**src/rtl/spi_memory_fsm.sv**
```systemverilog
// Transaction sequencer for the SPI memory datapath: counts SCLK edge pulses,
// waits for the shift register to settle, and raises the latch/load/write/MISO strobes.
module spi_memory_fsm #(
  parameter int ADDR_BITS = 7,
  parameter int DATA_BITS = 8,
  parameter int CNT_W     = 4
) (
  input  logic       clk,
  input  logic       rst_n,
  input  logic       cs_n,
  input  logic       sclk_pos_edge,
  input  logic       sclk_neg_edge,
  input  logic       rw_bit,
  output logic       sr_parallel_load,
  output logic       addr_latch_we,
  output logic       dm_we,
  output logic       miso_buf_en,
  output logic [3:0] state_dbg
);

  typedef enum logic [3:0] {
    S_IDLE         = 4'd0,
    S_RX_ADDR      = 4'd1,
    S_ADDR_SETTLE  = 4'd2,
    S_ADDR_LATCH   = 4'd3,
    S_READ_LOAD    = 4'd4,
    S_READ_TX      = 4'd5,
    S_WRITE_RX     = 4'd6,
    S_WRITE_SETTLE = 4'd7,
    S_WRITE_COMMIT = 4'd8,
    S_DONE         = 4'd9
  } state_t;

  // Count value held just before the terminal pulse of each counting phase.
  localparam logic [CNT_W-1:0] HDR_LAST  = CNT_W'(ADDR_BITS);
  localparam logic [CNT_W-1:0] DATA_LAST = CNT_W'(DATA_BITS - 1);

  state_t           r_state;
  state_t           w_state_next;
  logic [CNT_W-1:0] r_bit_cnt;
  logic [CNT_W-1:0] w_bit_cnt_next;
  logic [CNT_W-1:0] w_bit_cnt_inc;

  assign w_bit_cnt_inc = r_bit_cnt + CNT_W'(1);

  always_ff @(posedge clk or negedge rst_n) begin
    if (!rst_n) begin
      r_state   <= S_IDLE;
      r_bit_cnt <= '0;
    end else begin
      r_state   <= w_state_next;
      r_bit_cnt <= w_bit_cnt_next;
    end
  end

  // The counter is cleared whenever the state is not actively counting edges.
  always_comb begin
    w_state_next   = r_state;
    w_bit_cnt_next = '0;
    if (r_state != S_IDLE && cs_n) begin
      w_state_next = S_IDLE;
    end else begin
      case (r_state)
        S_IDLE: begin
          if (!cs_n) w_state_next = S_RX_ADDR;
        end
        S_RX_ADDR: begin
          w_bit_cnt_next = r_bit_cnt;
          if (sclk_pos_edge) begin
            if (r_bit_cnt == HDR_LAST) begin
              w_state_next   = S_ADDR_SETTLE;
              w_bit_cnt_next = '0;
            end else begin
              w_bit_cnt_next = w_bit_cnt_inc;
            end
          end
        end
        S_ADDR_SETTLE: w_state_next = S_ADDR_LATCH;
        S_ADDR_LATCH: begin
          w_state_next = rw_bit ? S_READ_LOAD : S_WRITE_RX;
        end
        S_READ_LOAD: w_state_next = S_READ_TX;
        S_READ_TX: begin
          w_bit_cnt_next = r_bit_cnt;
          if (sclk_neg_edge) begin
            if (r_bit_cnt == DATA_LAST) begin
              w_state_next   = S_DONE;
              w_bit_cnt_next = '0;
            end else begin
              w_bit_cnt_next = w_bit_cnt_inc;
            end
          end
        end
        S_WRITE_RX: begin
          w_bit_cnt_next = r_bit_cnt;
          if (sclk_pos_edge) begin
            if (r_bit_cnt == DATA_LAST) begin
              w_state_next   = S_WRITE_SETTLE;
              w_bit_cnt_next = '0;
            end else begin
              w_bit_cnt_next = w_bit_cnt_inc;
            end
          end
        end
        S_WRITE_SETTLE: w_state_next = S_WRITE_COMMIT;
        S_WRITE_COMMIT: w_state_next = S_DONE;
        S_DONE:         w_state_next = S_DONE;
        default:        w_state_next = S_IDLE;
      endcase
    end
  end

  always_comb begin
    sr_parallel_load = 1'b0;
    addr_latch_we    = 1'b0;
    dm_we            = 1'b0;
    miso_buf_en      = 1'b0;
    case (r_state)
      S_ADDR_LATCH:   addr_latch_we    = 1'b1;
      S_READ_LOAD:    sr_parallel_load = 1'b1;
      S_READ_TX:      miso_buf_en      = 1'b1;
      S_WRITE_COMMIT: dm_we            = 1'b1;
      default: ;
    endcase
  end

  assign state_dbg = r_state;

endmodule

```
**config.mk**
```make
export PLATFORM = sky130hd
export DESIGN_NAME = spi_memory_fsm
export DESIGN_NICKNAME = d
export VERILOG_FILES = /design/src/rtl/spi_memory_fsm.sv
export SDC_FILE = /design/constraint.sdc
export NUM_CORES = 1
export LEC_CHECK = 0
export ABC_AREA = 1
export ABC_CLOCK_PERIOD_IN_PS = 1300
export CORE_ASPECT_RATIO = 1.1
export CORE_UTILIZATION = 43
export CTS_CLUSTER_DIAMETER = 80
export DETAILED_ROUTE_END_ITERATION = 10
export GPL_TIMING_DRIVEN = 0
export PLACE_DENSITY = 0.72
export SLEW_MARGIN = 20
export SYNTH_ARGS = -nofsm -noshare
export SYNTH_HDL_FRONTEND = slang
export SYNTH_SLANG_ARGS = --single-unit
```
**constraint.sdc**
```tcl
create_clock -name clk -period 1.3 [get_ports clk]
set_clock_uncertainty 0.2 [all_clocks]
set_input_delay 0.26 -clock clk [delete_from_list [all_inputs] [get_ports clk]]
set_output_delay 0.26 -clock clk [all_outputs]
set_load 0.02 [all_outputs]
```
==> metrics.txt <==
worst hold path class in -> async; Slew Limit Fails 0; Worst-Skew Late Latency 0.25 ns; Max Clock Freq around 0.60 GHz; dpl ws -0.614 ns; Layout Cells excl Fill roughly 140; initial antenna violation count 0; Final Hold Slack ~0.08 ns; total via count in the routed design roughly 730; Layout Utilization 83.6%; register area share after synthesis between 30% and 40%; PD cells between 2000 and 2500 nW/um^2; GP Congestion approximately 0.8; Synthesis Warnings 0; Synth top area share a little under a third; ant diodes 0; hold_buf cts 0; CTS tree done; RSZ-0062 raised after global routing true; CTS sink cnt 8; vias in the first global route 688; die height ~42 um; flops & latches, synth 8; starting density of the core roughly 46%; DRT antenna net count 0; Clock transition at path regs around 0.050 ns; Period minus WS final roughly 1.7 ns; layout cells sized above 1 58.7%; largest net degree at the start of global routing 9; Total Routing Usage GR about a quarter; IO Pins 14; worst slew pin tran roughly 0.35 ns; number of buffers created by CTS 3; H-tree depth 1; outcome complete, but fails checks; failing checks negative setup slack; Worst setup SP type flip-flop; Synth area leaders dfrtp_1 32%, nand2_1 14%, nand3_1 7.1%; Post-DP Area between 800 and 900 sq um; fin area 1140 sq um; endpoint class of the critical path output port; P&R area growth vs syn 80.8%; Worst R2R Start state_dbg[3]; area of the mapped netlist 632 sq um; Residual DRC 0; Vias per Instance roughly 5; Detailed Place HPWL 1040 um; Setup CP Type reg -> out; Placed Instances 120; GRT overflow 0; setup TNS -4.11 ns; Setup WS post-layout -0.359 ns; Max VDD drop around 1.3 mV; Post-Syn Instances slightly above 90; critical path startpoint state_dbg[0]; Layout Nets ~130; routed wire length around 1900 um; max_cap viols 0; clk root buf clkbuf_4; Cell Rows 14; total core area between 1000 and 1500 sq um; Yosys top cell by area dfrtp_1; period utilisation layout 128%; 1st-iter DRT viols 18; total power draw 2.36 mW; global-route wire length before repair 2930 um; Setup Viol. Count Final 15; Yosys cell types 22; Leak approximately 0.55 nW; IO Port Bufs 13; Avg Inst Size Synth a little under 7 sq um; clk buf depth 2; die area 1630 sq um; CP Max Fanout 7; Die Wd 38.6 um; Final Hold Viols 0; First-pass DRT Iterations 4; Worst EP required around 0.84 ns; Relative slew margins 76.7%; Syn Nets slightly below 100; routed len/inst 13.5 um; critical path arrival 1.20 ns
[critical path, cell delays in order, from the launching register on]
cell and delay (ns):
dfrtp_2 0.41, buf_8 0.15, nor2_4 0.13, inv_2 0.06, nor2_4 0.07, buf_6 0.11
[layer usage]
metal | vias to the layer above | global-route usage (%) | wire length [um]
met5 | - | 0 | 0
met3 | 4 | 0 | 78
met4 | 0 | 13.1 | 39
met1 | 340 | 33.7 | 823
li1 | 362 | - | -
met2 | 25 | 40.0 | 983
[cells in the mapped netlist]
library cell and number:
nand3b_1 1, ha_1 1, or2_2 1, inv_2 1, nand4_1 1, nor2_1 8, a21oi_1 1, o21ai_2 2
nor3_1 1, nor2_2 2, nand3_2 2, dfrtp_1 8, nand2_1 24, nand2_4 1, xor2_1 1, nand2_2 7
nor2_4 2, nor3b_1 1, buf_6 1, o21ai_0 4, inv_1 12, nand3_1 9
[cell type report]
cell class	instances	area, sq um
Sequential cell	8	205
Clock buffer	4	26.3
Tap cell	16	20.0
Inverter	13	51.3
Timing Repair Buffer	30	293
Buffer	1	15.0
Multi-Input combinational cell	70	532
Fill cell	83	224
[path summary, 6_finish.rpt]
kind,end,depth (start not counted),slack [ns]
worst max-delay path,sr_parallel_load,5,-0.36
worst min-delay path,state_dbg[1],1,0.08
worst max register to register,state_dbg[1],10,-0.34
worst min register to register,r_bit_cnt[0],1,0.31
max in group asynchronous,state_dbg[2],1,0.54
min in group clk,r_bit_cnt[0],1,0.31
[kinds of logic after synthesis]
group | share of synthesized area (%)
AO/OA/AOI/OAI | 6.73
XOR/XNOR | 1.39
flip-flops | 31.7
buffers and inverters | 9.50
AND/OR/NAND/NOR | 48.7
adder cells (fa/ha/maj) | 1.98
[cell usage in the layout (no fill, tap or decap), types with 2 or more instances in the layout]
| cell type | synthesis | final |
|---|---|---|
| inv_2 | 1 | 5 |
| buf_4 | 0 | 11 |
| inv_1 | 12 | 7 |
| o21ai_0 | 4 | 2 |
| o21ai_2 | 2 | 3 |
| nand2_2 | 7 | 8 |
| nand2_1 | 24 | 16 |
| dfrtp_1 | 8 | 4 |
| clkbuf_4 | 0 | 3 |
| clkdlybuf4s50_1 | 0 | 5 |
| nor2_4 | 2 | 7 |
| nor2_1 | 8 | 3 |
| nand3_1 | 9 | 7 |
| nand3_4 | 0 | 3 |
| nor2_2 | 2 | 2 |
| nand2_4 | 1 | 8 |
| dfrtp_2 | 0 | 4 |
| buf_6 | 1 | 12 |
[sequential cells by signal, summed over array words and instances (netlist names)]
name and count:
r_bit_cnt 4, state_dbg 4
[where the power goes]
group / switching [mW] / internal, mW
Clock: 0.0776 / 0.117
Sequential: 0.0832 / 0.317
Combinational: 0.987 / 0.780
Total: 1.15 / 1.21
[timing repair]
item                       in CTS  in global routing
gates cloned                    1                  0
setup endpoints to repair      16                 16
gates resized for setup        65                 18
hold endpoints to repair        0                  0
pin swaps                       9                  9
buffers inserted               14                  3
Note: power is estimated with default switching activity, not from simulation.
